$ cat src/rtl/uart_tx_fifo.sv
// rtl/uart_tx_fifo.sv - CSR-fed 8N1 UART transmitter with a power-of-two byte FIFO
module uart_tx_fifo #(
    parameter logic [11:0] CsrAddr   = 12'h050,
    parameter int          QueueSize = 32,
    parameter int          CmpVal    = 173
) (
    input  logic        clk,
    input  logic        reset,
    input  logic        csr_enable,
    input  logic [11:0] csr_addr,
    input  logic        csr_write,
    input  logic [31:0] csr_wdata,
    output logic [31:0] csr_rdata,
    output logic        tx,
    output logic        busy,
    output logic        tx_done
);
    localparam int AW = $clog2(QueueSize);
    localparam int BW = (CmpVal > 2) ? $clog2(CmpVal) : 1;
    localparam logic [BW-1:0] BaudLast = BW'(CmpVal - 1);

    typedef enum logic [1:0] {IDLE, START, DATA, STOP} state_t;

    state_t        state;
    logic [7:0]    mem [QueueSize];
    logic [AW:0]   wr_ptr, rd_ptr, count;
    logic          empty, full, overflow;
    logic          push, do_push, pop, baud_end;
    logic [BW-1:0] baud;
    logic [2:0]    bit_idx;
    logic [7:0]    shift;
    logic          unused_wdata;

    assign unused_wdata = ^csr_wdata[31:8];

    // Wrap bit in the pointer MSB distinguishes full from empty.
    assign empty    = (wr_ptr == rd_ptr);
    assign full     = (wr_ptr[AW-1:0] == rd_ptr[AW-1:0]) && (wr_ptr[AW] != rd_ptr[AW]);
    assign count    = wr_ptr - rd_ptr;
    assign push     = csr_enable && csr_write && (csr_addr == CsrAddr);
    assign do_push  = push && !full;
    assign baud_end = (baud == BaudLast);
    assign pop      = !empty && ((state == IDLE) || (state == STOP && baud_end));
    assign busy     = (state != IDLE);

    always_ff @(posedge clk) begin
        if (do_push) mem[wr_ptr[AW-1:0]] <= csr_wdata[7:0];
    end

    always_ff @(posedge clk or posedge reset) begin
        if (reset) begin
            wr_ptr   <= '0;
            rd_ptr   <= '0;
            overflow <= 1'b0;
        end else begin
            if (do_push) wr_ptr <= wr_ptr + 1'b1;
            if (pop) rd_ptr <= rd_ptr + 1'b1;
            if (push && full) overflow <= 1'b1;
        end
    end

    // tx is registered from the current state, so the line trails the FSM by one cycle.
    always_ff @(posedge clk or posedge reset) begin
        if (reset) begin
            state   <= IDLE;
            tx      <= 1'b1;
            tx_done <= 1'b0;
            baud    <= '0;
            bit_idx <= '0;
            shift   <= '0;
        end else begin
            tx_done <= 1'b0;
            case (state)
                IDLE: begin
                    tx   <= 1'b1;
                    baud <= '0;
                    if (!empty) begin
                        shift <= mem[rd_ptr[AW-1:0]];
                        state <= START;
                    end
                end
                START: begin
                    tx <= 1'b0;
                    if (baud_end) begin
                        baud    <= '0;
                        bit_idx <= '0;
                        state   <= DATA;
                    end else begin
                        baud <= baud + 1'b1;
                    end
                end
                DATA: begin
                    tx <= shift[0];
                    if (baud_end) begin
                        baud  <= '0;
                        shift <= shift >> 1;
                        if (bit_idx == 3'd7) state <= STOP;
                        else bit_idx <= bit_idx + 1'b1;
                    end else begin
                        baud <= baud + 1'b1;
                    end
                end
                STOP: begin
                    tx <= 1'b1;
                    if (baud_end) begin
                        baud <= '0;
                        if (!empty) begin
                            shift <= mem[rd_ptr[AW-1:0]];
                            state <= START;
                        end else begin
                            state   <= IDLE;
                            tx_done <= 1'b1;
                        end
                    end else begin
                        baud <= baud + 1'b1;
                    end
                end
                default: state <= IDLE;
            endcase
        end
    end

    always_comb begin
        csr_rdata = '0;
        if (csr_addr == CsrAddr) begin
            csr_rdata[5:0] = 6'(count);
            csr_rdata[8]   = empty;
            csr_rdata[9]   = full;
            csr_rdata[10]  = busy;
            csr_rdata[11]  = overflow;
        end
    end
endmodule

$ cat config.mk
export PLATFORM = sky130hd
export DESIGN_NAME = uart_tx_fifo
export DESIGN_NICKNAME = d
export VERILOG_FILES = /design/src/rtl/uart_tx_fifo.sv
export SDC_FILE = /design/constraint.sdc
export NUM_CORES = 1
export LEC_CHECK = 0
export BUFFER_PORTS_ARGS = -buffer_cell sky130_fd_sc_hd__buf_4
export CORE_ASPECT_RATIO = 1.2
export CORE_MARGIN = 3
export CORE_UTILIZATION = 50
export CTS_BUF_LIST = sky130_fd_sc_hd__clkbuf_8
export CTS_CLUSTER_SIZE = 12
export DETAILED_ROUTE_END_ITERATION = 12
export PLACE_DENSITY = 0.66
export SETUP_SLACK_MARGIN = 0.02
export SYNTH_ARGS = -nofsm -noshare
export SYNTH_HDL_FRONTEND = slang
export SYNTH_SLANG_ARGS = --single-unit
$ cat constraint.sdc
create_clock -name clk -period 3.8 [get_ports clk]
set_input_delay 0.19 -clock clk [delete_from_list [all_inputs] [get_ports clk]]
set_output_delay 0.19 -clock clk [all_outputs]
set_load 0.005 [all_outputs]
; After elaboration in Yosys (flattened, before gate mapping)
; Memory sizes are Yosys's and may differ from the RTL's.
; Cells that the tools add are included.
[op_classes]
add_sub_neg = 5
eq_ne = 15
mux = 25
reduce_logical = 19
[op_table]
columns = operator, count
row1 = $mux W8, 4
row2 = $pmux W8 S3, 1
row3 = $pmux W8 S2, 1
row4 = $add A6 B1 Y6 const B, 2
row5 = $eq A12 B7 Y1 const B, 1
row6 = $ne A2 B2 Y1 const B, 6
row7 = $mux W2, 5
row8 = $mux W3, 3
row9 = $add A8 B1 Y8 const B, 1
row10 = $eq A8 B8 Y1 const B, 1
row11 = $pmux W2 S4, 1
row12 = $logic_and A1 B1 Y1, 7
row13 = $eq A6 B6 Y1, 1
row14 = $mux W1, 6
row15 = $mux W6, 1
row16 = $pmux W3 S2, 1
row17 = $sub A6 B6 Y6, 1
row18 = $eq A5 B5 Y1, 1
row19 = $reduce_and A5 Y1, 1
row20 = $eq A2 B2 Y1 const B, 2
row21 = $mux W4, 1
row22 = $reduce_and A4 Y1, 1
row23 = $reduce_bool A2 Y1, 2
row24 = $add A3 B1 Y3 const B, 1
row25 = other kinds (11), 12
[word_totals]
regBits = 36
mem_bits_rw = 256
out_inout_bits = 35
memories = 1
[mem_list]
columns = memory, words, width, read_ports, rd_clocked_by_memory_dff, wr, line_no
row1 = mem, 32, 8, 1, 0, 1, 25  ; logic [7:0] mem [QueueSize];

; Logic depth before layout (Yosys ltp)
; Gate-level depths: netlist of the first run.
[depth]
ltp_word = 6
ltp_mapped = 11
mapped_depth_nobuf = 9

; Worst setup path before layout of the first run
; OpenSTA, ideal clock, no wires.
[synth_timing]
kind = register -> register
startpoint = register rd_ptr[2]
endpoint = memory mem[31][0] (enable)
setup_ns = 0.370
arrival_ns = 2.401
t_required_ns = 3.430
slack_ns = 1.029
stages_incl_launch_ff = 10
path_buffers = 2
synth_period_minus_slack_ns = 2.771
cell_sequence = dfrtp_1 > buf_2 > buf_2 > inv_1 > ha_1 > and3_1 > and3b_1 > nor3_4 > nand2_1 > nor2_1
[synth_via]
elab_chain_cells = 6
[synth_rtl]
columns = element, line_no
row1 = start: declaration, 26  ; logic [AW:0] wr_ptr, rd_ptr, count;
row2 = start signal: assignment, 57  ; if (pop) rd_ptr <= rd_ptr + 1'b1;
row3 = $eq A5 B5 Y1, 38  ; assign full = (wr_ptr[AW-1:0] == rd_ptr[AW-1:0]) && (wr_ptr[AW] != rd_ptr[AW]);
row4 = $logic_and A1 B1 Y1, 38
row5 = $logic_not A1 Y1, 41  ; assign do_push = push && !full;
row6 = $logic_and A1 B1 Y1, 41
row7 = $mux W1, 47  ; if (do_push) mem[wr_ptr[AW-1:0]] <= csr_wdata[7:0];
row8 = $mux W1 (implied by the code), 47
row9 = end: declaration, 25
; Every way passes these cells.

; Worst setup path in the final report of the first run
[layout_timing]
startpoint = register rd_ptr[3]
endpoint = memory mem[4][4] (enable)
; The elaborated chain is that of the path after synthesis.

==> impl_metrics.ini, run 1 <==
[run_status]
outcome = finished clean

[power]
leakagePower_nw = 5.01
irDropWorstVdd_uv = 268
p_sw_mw = 1.75
p_int_mw = 5.28
clkPwrFrac = 0.347
power_density_nw_per_um2 = 511
swShare = 0.249
combPwrFrac = 0.136
p_seq_frac = 0.516

[sta]
finalHoldViolations = 0
max_freq_mhz = 318
hold_ws_ns = 0.0414
tightestPinTransition_ns = 0.993
report.final.slew_viol_count = 0
fin_worst_skew_ns = 0.0191
finalCritPeriodShare = 0.827
fin_ws_ns = 0.657
setup_violations = 0
grt_setup_unrepaired = false
max_slew_margin = 0.336
fin_setup_tns_ns = 0
min_period_ns = 3.14

[global_routing]
grt_remaining_overflow = 0
grt_pass1_vias = 6902
grt_max_degree = 43
grt_pass1_wl_um = 40200
grt_use_total = 0.204
antenna_found_initial = 0

[floorplan]
dieWidth_um = 149
rows = 62
start_util = 0.510
fp.dieH_um = 177
ios = 83
core_um2 = 24000
die_area_um2 = 26400

[synthesis]
yosys.cell_types.count = 63
yosys.area.top_type = edfxtp_1
synth_area_um2 = 12200
synth_area_leaders = edfxtp_1, mux4_2, dfrtp_1
syn_avg_cell_area_um2 = 16.9
async_flop_share = 0.123
yosysTopAreaCellShare = 0.629
yosysMostFrequentCell = edfxtp_1
yosys-top-cells-count = edfxtp_1, nor2_1, mux4_2
synth_edf_count = 256
syn_inst = 722
synth_flop_cell = edfxtp_1
ys_ff_latch = 292
synth.yosys.warnings = 0
yosysSeqAreaShare = 0.703

[worst_setup_path]
arrival_ns = 3.39
reg2reg_slack_ns = 0.66
end_kind = flip-flop
cp_cell_sequence = inv_2 > ha_1 > and3_1 > and3b_1 > nor3_4 > nand2_1 > nor2_1 > buf_4
cpPeakStageDelay_ns = 0.76
crit_slowest_cell = dfrtp_1
timing.rr.start = rd_ptr[3]$_DFFE_PP0P_
timing.rr.end = mem[4][4]$_DFFE_PP_
setup.worst_path.start_class = flip-flop
cp.required_ns = 4.05
path_max_fanout = 15
rr_worst_depth = 8
critical_path_class = reg -> reg

[worst_hold_path]
min_path_type = in -> reg
hold-path-endpoint = overflow$_DFFE_PP0P_
whs_path_depth = 3
hold_path.startpoint = csr_write

[placement]
pre_cts_ws_ns = 0.727
io_buffers = 36
gp_congestion = 0.884
hpwlAfterDp_um = 16700
placed_area_um2 = 12900

[clock_network]
clk_pin_slew_ns = 0.06
clk_latency_ns = 0.55
cts_buffers = 45
clockRootBuffer = clkbuf_8
clockBufferDepth = 3
cts_tree = built
cts.htree.levels = 2
clock_sinks = 292
post_cts_resized = 0

[routing]
drt_pass1_iterations = 4
ant_nets = 0
viasPerCell = 5.63
num_vias = 6595
wirelength_um = 26300
drc = 0
wl_per_cell_um = 22.4
first_iter_violations = 525

[flow_run]
drv_cap = 0

[cells_and_area]
final_area_um2 = 13800
layout-drive-gt1-share = 0.231
area_growth_pct = 12.5
fin_util = 0.574
filler_cell_count = 1817
n_antenna_cell = 0
nets = 883
==> critical path: cells and delay by family, from the launching register on <==
kind | cells | cell delay [ns]
simple gates | 5 | 1.46
flops | 1 | 0.76
buf+inv | 2 | 0.31
fa+ha+maj | 1 | 0.31
==> power by group through the flow <==
stage	sequential, mW	clock (mW)	combinational, mW
floorplan	3.65	0	0.822
global placement	3.69	0	0.949
detailed placement	3.69	0	0.967
CTS	3.63	2.49	0.976
global route	3.63	2.65	1.04
finish	3.63	2.44	0.959
==> registers in the layout (all words and copies together) (netlist names) <==
register,count
tx_done,1
wr_ptr,6
baud,8
overflow,1
shift,8
bit_idx,3
rd_ptr,6
mem,256
state,2
tx,1
==> layout by cell type (no fill, tap or decap), types with 4 or more instances in the layout <==
cell type / Yosys / layout
edfxtp_1: 256 / 256
buf_4: 25 / 79
nor2_1: 69 / 69
mux4_2: 49 / 49
clkbuf_8: 0 / 47
inv_1: 23 / 41
dfrtp_1: 35 / 33
mux2i_1: 28 / 28
a21oi_1: 28 / 28
nand2_1: 23 / 23
conb_1: 1 / 22
ha_1: 19 / 19
o221ai_1: 12 / 12
clkinv_1: 1 / 11
xnor2_1: 11 / 11
a22oi_1: 11 / 11
o21ai_0: 10 / 10
xor2_1: 8 / 8
nand3_1: 8 / 8
nand4_1: 6 / 6
and3_1: 5 / 5
nor2b_1: 5 / 5
a221oi_1: 5 / 5
clkinv_2: 0 / 5
nor3_1: 4 / 4
==> worst max path at each step <==
stage | start | end | slack, ns
global route | rd_ptr[3]$_DFFE_PP0P_ | mem[4][1]$_DFFE_PP_ | 0.52
CTS | rd_ptr[3]$_DFFE_PP0P_ | mem[4][4]$_DFFE_PP_ | 0.71
floorplan | rd_ptr[2]$_DFFE_PP0P_ | mem[31][0]$_DFFE_PP_ | 1.03
global placement | rd_ptr[3]$_DFFE_PP0P_ | mem[4][5]$_DFFE_PP_ | 0.79
finish | rd_ptr[3]$_DFFE_PP0P_ | mem[4][4]$_DFFE_PP_ | 0.66
detailed placement | rd_ptr[3]$_DFFE_PP0P_ | mem[4][2]$_DFFE_PP_ | 0.73
==> routing by layer <==
layer  track usage  share of wire  up-vias  routed length (um)
met4        0.0702          0.030        0                 790
met5             0              0        -                   0
li1              -              -     2964                   -
met1         0.266           0.41     3371               10700
met2         0.348           0.51      202               13400
met3        0.0365          0.054       58                1410
==> logic make-up after synthesis <==
family,synth area share
xor+xnor,0.0136
simple gates,0.0542
other cells,0.000307
flops,0.703
buf+inv,0.0407
mux,0.116
fa+ha+maj,0.0211
compound gates,0.0516
==> per-stage QoR <==
stage,power (mW),cells
after detailed placement,4.66,1087
after CTS,7.10,1171
after global placement,4.63,1087
final,7.03,1171
after global routing,7.32,1171
after floorplan,4.47,743
==> layout make-up <==
| class | instances | area, um2 | share of cell area |
|---|---|---|---|
| flip-flops and latches | 292 | 8590 | 0.625 |
| inverters | 25 | 93.8 | 0.00682 |
| multi-input cells | 371 | 3220 | 0.234 |
| well taps | 320 | 400 | 0.0291 |
| repair buffers | 80 | 603 | 0.0438 |
| clock buffers | 47 | 647 | 0.0470 |
| clock inverters | 36 | 199 | 0.0145 |
==> repair_timing <==
action                     4_1_cts  5_1_grt
hold buffers                     1        0
hold endpoints to repair        35        0
buffers inserted                 0        0
setup endpoints to repair        0        0
Note: power is estimated with default switching activity, not from simulation.
==> inputs of run 2 (changes only) <==
==> constraint.sdc (replaced) <==
create_clock -name clk -period 3.05 [get_ports clk]
set_input_delay 0.1525 -clock clk [delete_from_list [all_inputs] [get_ports clk]]
set_output_delay 0.1525 -clock clk [all_outputs]
set_load 0.005 [all_outputs]
==> run 2 against run 1 <==
Net effect:
- utilization grew 0.65 points
- via count grew 1.4%
- first-iteration DRC count is 26% higher
- clock power up 31%
- register-to-register slack got worse by 0.38 ns
- setup slack got worse by 0.38 ns
- die area is the same
- global-route usage up 0.11 points
- largest cell class unchanged
- highest routed layer unchanged
==> impl_metrics.ini, run 2 (synthesized netlist as in run 1, its figures left out) <==
[cells_and_area]
area_growth_pct = 13.8
layout-drive-gt1-share = 0.249
largest_reg_flops = 256
final_cell_mix = edfxtp_1, buf_4, nor2_1, mux4_2, clkbuf_8
nets = 896
final_common_cell = edfxtp_1
n_antenna_cell = 0

[sta]
hold_ws_ns = 0.0335
tightestPinTransition_ns = 1.04
report.final.slew_viol_count = 0
grt_setup_unrepaired = false
min_period_ns = 2.77
finalCritPeriodShare = 0.909
finalHoldViolations = 0
fin_setup_tns_ns = 0
max_freq_mhz = 361
fin_worst_skew_ns = 0.0239
max_slew_margin = 0.309
setup_violations = 0
fin_ws_ns = 0.277

[power]
p_sw_mw = 2.22
clkPwrFrac = 0.357
p_seq_frac = 0.502
power_density_nw_per_um2 = 641
leakagePower_nw = 5.06
p_int_mw = 6.70
combPwrFrac = 0.141
swShare = 0.249
irDropWorstVdd_uv = 346
total_power_mw = 8.92

[flow_run]
drv_cap = 0

[placement]
hpwlAfterDp_um = 16800
pre_cts_ws_ns = 0.167
io_buffers = 36
gp_congestion = 0.812

[worst_hold_path]
min_path_type = in -> reg

[global_routing]
grt_use_total = 0.205
grt_remaining_overflow = 0
antenna_found_initial = 0
grt_max_degree = 78
grt_pass1_wl_um = 40700
grt_pass1_vias = 6981

[worst_setup_path]
setup.worst_path.start_class = flip-flop
cp.required_ns = 3.51
arrival_ns = 3.23
cpPeakStageDelay_ns = 0.61
crit_slowest_cell = nand3b_1
cpMostUsedCell = a21oi_1
critical_path_class = reg -> reg
cp_cell_sequence = buf_4 > nand3b_1 > o221ai_1 > a21oi_1 > a221oi_1 > a21oi_1 > a21oi_1
path_max_fanout = 42
end_kind = flip-flop
path_buf_inv = 1
crit_family = compound AO/OA/AOI/OAI gates

[clock_network]
cts_tree = built
post_cts_buffers = 0
clockBufferDepth = 3
clockRootBuffer = clkbuf_8
clk_latency_ns = 0.55
clk_pin_slew_ns = 0.07
cts.htree.levels = 2
clock_sinks = 292
cts_buffers = 46

[floorplan]
start_util = 0.510
core_um2 = 24000
dieWidth_um = 149
die_area_um2 = 26400
fp.dieH_um = 177
rows = 62
ios = 83

[routing]
ant_nets = 0
num_vias = 6686
top_layer_used = met4
first_iter_violations = 662
wl_met2_um = 13200
viasPerCell = 5.65
routedLengthMet1_um = 10900
wl_per_cell_um = 22.4
wirelength_um = 26500
drc = 0
wl_met3_um = 1430
drt_pass1_iterations = 5

[run_status]
outcome = finished clean
==> run 2: layer usage <==
layer / global-route usage / vias to the layer above
li1: - / 2986
met1: 0.268 / 3407
met2: 0.343 / 231
met3: 0.0393 / 62
met4: 0.0805 / 0
met5: 0 / -
==> run 2: final timing paths <==
path                                            start  slack [ns]                    end  cells after the start
worst max register to register  rd_ptr[2]$_DFFE_PP0P_        0.28   shift[4]$_DFFE_PP0P_                      7
max in group asynchronous                       reset        1.87  rd_ptr[0]$_DFFE_PP0P_                      3
worst min-delay path                     csr_wdata[0]        0.03   mem[23][0]$_DFFE_PP_                      1
min in group asynchronous                       reset        0.43   state[1]$_DFFE_PP0P_                      3
worst max-delay path            rd_ptr[2]$_DFFE_PP0P_        0.28   shift[4]$_DFFE_PP0P_                      7
worst min register to register   overflow$_DFFE_PP0P_        0.47   overflow$_DFFE_PP0P_                      2
==> run 2: layout make-up <==
class,count,area [um2]
Multi-Input combinational cell,371,3220
Inverter,25,93.8
Clock inverter,37,244
Tap cell,320,400
Clock buffer,47,647
Fill cell,1821,10100
Sequential cell,292,8590
Timing Repair Buffer,92,711
==> run 2: timing repair <==
action	CTS	global route
endpoints found under the hold margin	25	0
gates resized for setup	0	1
hold buffers	3	0
setup endpoints to repair	0	6
==> run 2: per-stage QoR <==
stage | instances | utilization | area, um2
5_1_grt | 1184 | 0.580 | 13900
2_1_floorplan | 743 | - | 12300
3_3_place_gp | 1097 | 0.542 | 13000
6_report | 1184 | 0.580 | 13900
4_1_cts | 1184 | 0.580 | 13900
3_5_place_dp | 1097 | 0.542 | 13000
==> run 2: power groups by stage <==
stage	clock network [mW]	registers [mW]	logic [mW]
6_report	3.19	4.48	1.26
5_1_grt	3.44	4.48	1.36
4_1_cts	3.25	4.48	1.27
3_5_place_dp	0	4.56	1.26
3_3_place_gp	0	4.55	1.23
2_1_floorplan	0	4.55	1.02
